## src/rtl/if_id_buffer.sv

```systemverilog
// IF/ID pipeline buffer: a 2-entry FIFO that decouples instruction fetch from
// decode, with a synchronous flush for taken branches and a decode-starvation counter.
module if_id_buffer #(
  parameter int W     = 16,
  parameter int DEPTH = 2
) (
  input  logic         clk,
  input  logic         rst,
  input  logic [W-1:0] in_instr,
  input  logic         in_valid,
  output logic         in_ready,
  output logic [W-1:0] out_instr,
  output logic         out_valid,
  input  logic         out_ready,
  input  logic         flush,
  output logic [1:0]   count,
  output logic [7:0]   bubble_cnt
);

  if (DEPTH != 2) begin : g_depth_check
    $error("if_id_buffer supports DEPTH == 2 only");
  end

  // Handshake: a word moves on a rising edge only when its valid and ready
  // are both 1 there. in_ready comes from registered count alone, so there
  // is no combinational path from out_ready back to the fetch side.
  logic [W-1:0] mem [2];
  logic         wr_ptr;
  logic         rd_ptr;
  logic         push;
  logic         pop;

  assign in_ready  = (count < 2'd2);
  assign out_valid = (count != 2'd0);
  assign out_instr = mem[rd_ptr];

  assign push = in_valid && in_ready;
  assign pop  = out_valid && out_ready;

  always_ff @(posedge clk or negedge rst) begin
    if (!rst) begin
      mem[0] <= '0;
      mem[1] <= '0;
      wr_ptr <= 1'b0;
      rd_ptr <= 1'b0;
      count  <= 2'd0;
    end else if (flush) begin
      // Flush wins over any same-cycle push or pop; stored data is left as-is.
      wr_ptr <= 1'b0;
      rd_ptr <= 1'b0;
      count  <= 2'd0;
    end else begin
      if (push) begin
        mem[wr_ptr] <= in_instr;
        wr_ptr      <= ~wr_ptr;
      end
      if (pop) begin
        rd_ptr <= ~rd_ptr;
      end
      case ({push, pop})
        2'b10:   count <= count + 2'd1;
        2'b01:   count <= count - 2'd1;
        default: count <= count;
      endcase
    end
  end

  // Starvation counter survives flush; only reset clears it.
  always_ff @(posedge clk or negedge rst) begin
    if (!rst) begin
      bubble_cnt <= 8'd0;
    end else if (out_ready && !out_valid && (bubble_cnt != 8'hFF)) begin
      bubble_cnt <= bubble_cnt + 8'd1;
    end
  end

endmodule
```

## config.mk

```make
export PLATFORM = sky130hd
export DESIGN_NAME = if_id_buffer
export DESIGN_NICKNAME = d
export VERILOG_FILES = /design/src/rtl/if_id_buffer.sv
export SDC_FILE = /design/constraint.sdc
export NUM_CORES = 1
export LEC_CHECK = 0
export CORE_MARGIN = 3
export CORE_UTILIZATION = 24
export CTS_CLUSTER_DIAMETER = 30
export DETAILED_ROUTE_END_ITERATION = 10
export SLEW_MARGIN = 30
export SYNTH_ARGS = -nofsm -noshare
export SYNTH_HDL_FRONTEND = slang
export SYNTH_SLANG_ARGS = --single-unit
```

## constraint.sdc

```tcl
create_clock -name clk -period 3.3 [get_ports clk]
set_input_delay 0.495 -clock clk [delete_from_list [all_inputs] [get_ports clk]]
set_output_delay 0.495 -clock clk [all_outputs]
set_load 0.1 [all_outputs]
```

==> key figures <==
Routing
  – Post-DRT Antenna Nets: 0
  – Via count: 1344
  – DRC viols: 0
  – Pre-antenna DRT Iters: 4
  – Routed wire length: 4190 um
  – WL/cell: 13.9 um
  – Via-to-Cell Ratio: around 4.5
  – DRT iter0 DRCs: 18

Die
  – Starting Density: 24.8%
  – DIE HEIGHT: 98.3 um
  – Core footprint: 8260 um2
  – Row count: 33
  – Total die area: a little under 10000 um2
  – Chip Width: 98.3 um
  – I/O Pins: 49

STA
  – Hold Vio Cnt, Final: 0
  – Slew headroom: between 30% and 40%
  – Worst Slack Setup Final: 0.776 ns
  – Clk_skew: 0.00399 ns
  – RSZ-0062 raised after global routing: no
  – Fmax: 396 MHz
  – Period utilisation layout: 76.5%
  – Worst Tran Pin Value: 0.961 ns
  – Setup TNS: 0 ns
  – Final critical-path required period: 2.52 ns
  – Max Slew Vio Count: 0
  – Final setup violation count: 0

Critical path
  – CP max FO: 8
  – Critical path data arrival time: approximately 2.0 ns
  – Crit-path leading delay family: buffers and inverters
  – Critical Path Max Stage Delay: approximately 0.97 ns
  – Crit-path cells: or2_2, clkdlybuf4s50_1
  – Crit path buffers/inverters: 1
  – Crit-path slowest cell: clkdlybuf4s50_1
  – Critical path type: flip-flop to primary output
  – Setup crit end kind: primary output
  – CP startpoint kind: flip-flop
  – Req. time, crit path: about 2.8 ns

Synth
  – Flops & latches, synth: 44
  – Cells after Synth: 148
  – Cell variety after synth: 30
  – Post-Syn Nets: between 150 and 200
  – Yosys Warn Count: 0
  – Syn Area/Cell: 13.8 um2
  – Sequential fraction of the synthesis area: 53.8%
  – Synthesized area: 2050 um2

Layout
  – Non-Filler Instances: 302
  – Layout cells sized above 1: 47.2%
  – Nets@finish: 221
  – Most common cell after layout, fill and taps aside: mux2_2
  – # diodes: 0
  – Final Util: 31.8%
  – Commonest cells after routing, fill and taps aside: mux2_2, dfrtp_1, buf_4
  – Number of fill cells: 852
  – Layout overhead on the synthesized area: 28.3%

Clock network
  – Clk Latency, worst-skew pair: 0.28 ns
  – Clock Sink Count: 44
  – Clock buffer count from CTS: 5
  – Post-CTS Resized: 0
  – Htree depth: 2
  – Hold buffers post-CTS: 0
  – Clk slew on worst S/H paths: around 0.07 ns
  – CTS tree: done
  – CTS root buf: clkbuf_8
  – Postcts setup bufs: 0
  – Clock tree buffer depth: 2

Global route
  – First-pass GRT wire length: between 6000 and 7000 um
  – Congestion Overflow GR: 0
  – Largest net degree at the start of global routing: 45
  – Initial antenna violation count: 0
  – GRT Total Usage: under 10%
  – Vias in the first global route: 1335

Placed design
  – Buffers on Ports: 48
  – Final HPWL DP: 2890 um
  – Routability Congestion: 0.729
  – Place WS: 0.793 ns
  – Placed cells: 297

Status
  – Status: finished, final reports clean

Flow run
  – Max-cap viol count: 0

Pwr
  – Max VDD drop: 0.407 mV
  – Pwr/cell area: 885 nW/um2
  – P_leak: 1.09 nW

Worst hold path
  – HP Class: input port to asynchronous set/reset pin
[cell usage after synthesis, drive strengths merged]
library cell	count	share of area, %
a211oi	1	0.37
a21oi	4	0.98
a2bb2oi	1	0.43
a41oi	1	0.43
and3	1	0.31
and4	1	0.43
buf	3	1.5
clkbuf	2	0.37
dfrtp	44	54
ha	1	0.61
inv	2	0.37
mux2	54	30
nand2	4	0.73
nand2b	3	1.3
nand3	4	0.98
nand4	2	0.61
nor2	4	0.73
nor2b	2	0.61
nor3	4	1.5
nor3b	2	1.3
o21ai	3	0.73
or2	1	0.31
or3b	1	0.55
xnor2	1	0.43
xor2	2	0.86
[area by class of cell]
class,count,area (um2),share of cell area [%]
Clock buffer,5,68.8,2.62
Inverter,2,7.51,0.286
Timing Repair Buffer,49,418,15.9
Multi-Input combinational cell,97,898,34.2
Sequential cell,44,1100,41.9
Tap cell,105,131,5.00
[flip-flops by register name (all words and copies together) (netlist names)]
name	count
bubble_cnt	8
count	2
mem	32
rd_ptr	1
wr_ptr	1
[where the power goes]
group	total, mW	internal [mW]	switching (mW)
clock	0.302	0.137	0.165
sequential	0.822	0.693	0.129
combinational	1.20	0.334	0.865
[stage by stage]
step	total power [mW]	area, um2	hold WS, ns
global placement	2.03	2550	0.485
detailed placement	2.05	2560	0.491
global route	2.43	2630	0.245
CTS	2.36	2630	0.217
finish	2.32	2630	0.207
floorplan	1.81	2050	0.199
[cells by family after synthesis]
| group | share of synthesized area (%) |
|---|---|
| AOI/OAI and AO/OA | 2.94 |
| xor gates and xnor gates | 1.28 |
| adders and majority gates | 0.612 |
| buffers and inverters | 2.26 |
| DFF | 53.8 |
| muxes | 29.7 |
| and+or+nand+nor | 9.36 |
[path summary, 6_finish.rpt]
| path | start | to | slack, ns | depth (start not counted) |
|---|---|---|---|---|
| max | count[1]$_DFFE_PN0P_ | out_valid | 0.78 | 2 |
| min | rst | mem[16]$_DFFE_PN0P_ | 0.21 | 1 |
| max reg2reg | count[1]$_DFFE_PN0P_ | mem[19]$_DFFE_PN0P_ | 1.39 | 3 |
| min reg2reg | mem[27]$_DFFE_PN0P_ | mem[27]$_DFFE_PN0P_ | 0.50 | 1 |
| max in group asynchronous | rst | mem[25]$_DFFE_PN0P_ | 2.72 | 1 |
| min in group clk | mem[27]$_DFFE_PN0P_ | mem[27]$_DFFE_PN0P_ | 0.50 | 1 |
[per-layer routing]
layer	track usage, %	vias up	share of wire (%)
met3	3.00	5	6.6
met4	2.52	0	0.93
met2	14.0	43	47
li1	-	630	-
met1	11.2	666	45
met5	0	-	0
Note: power is estimated with default switching activity, not from simulation.
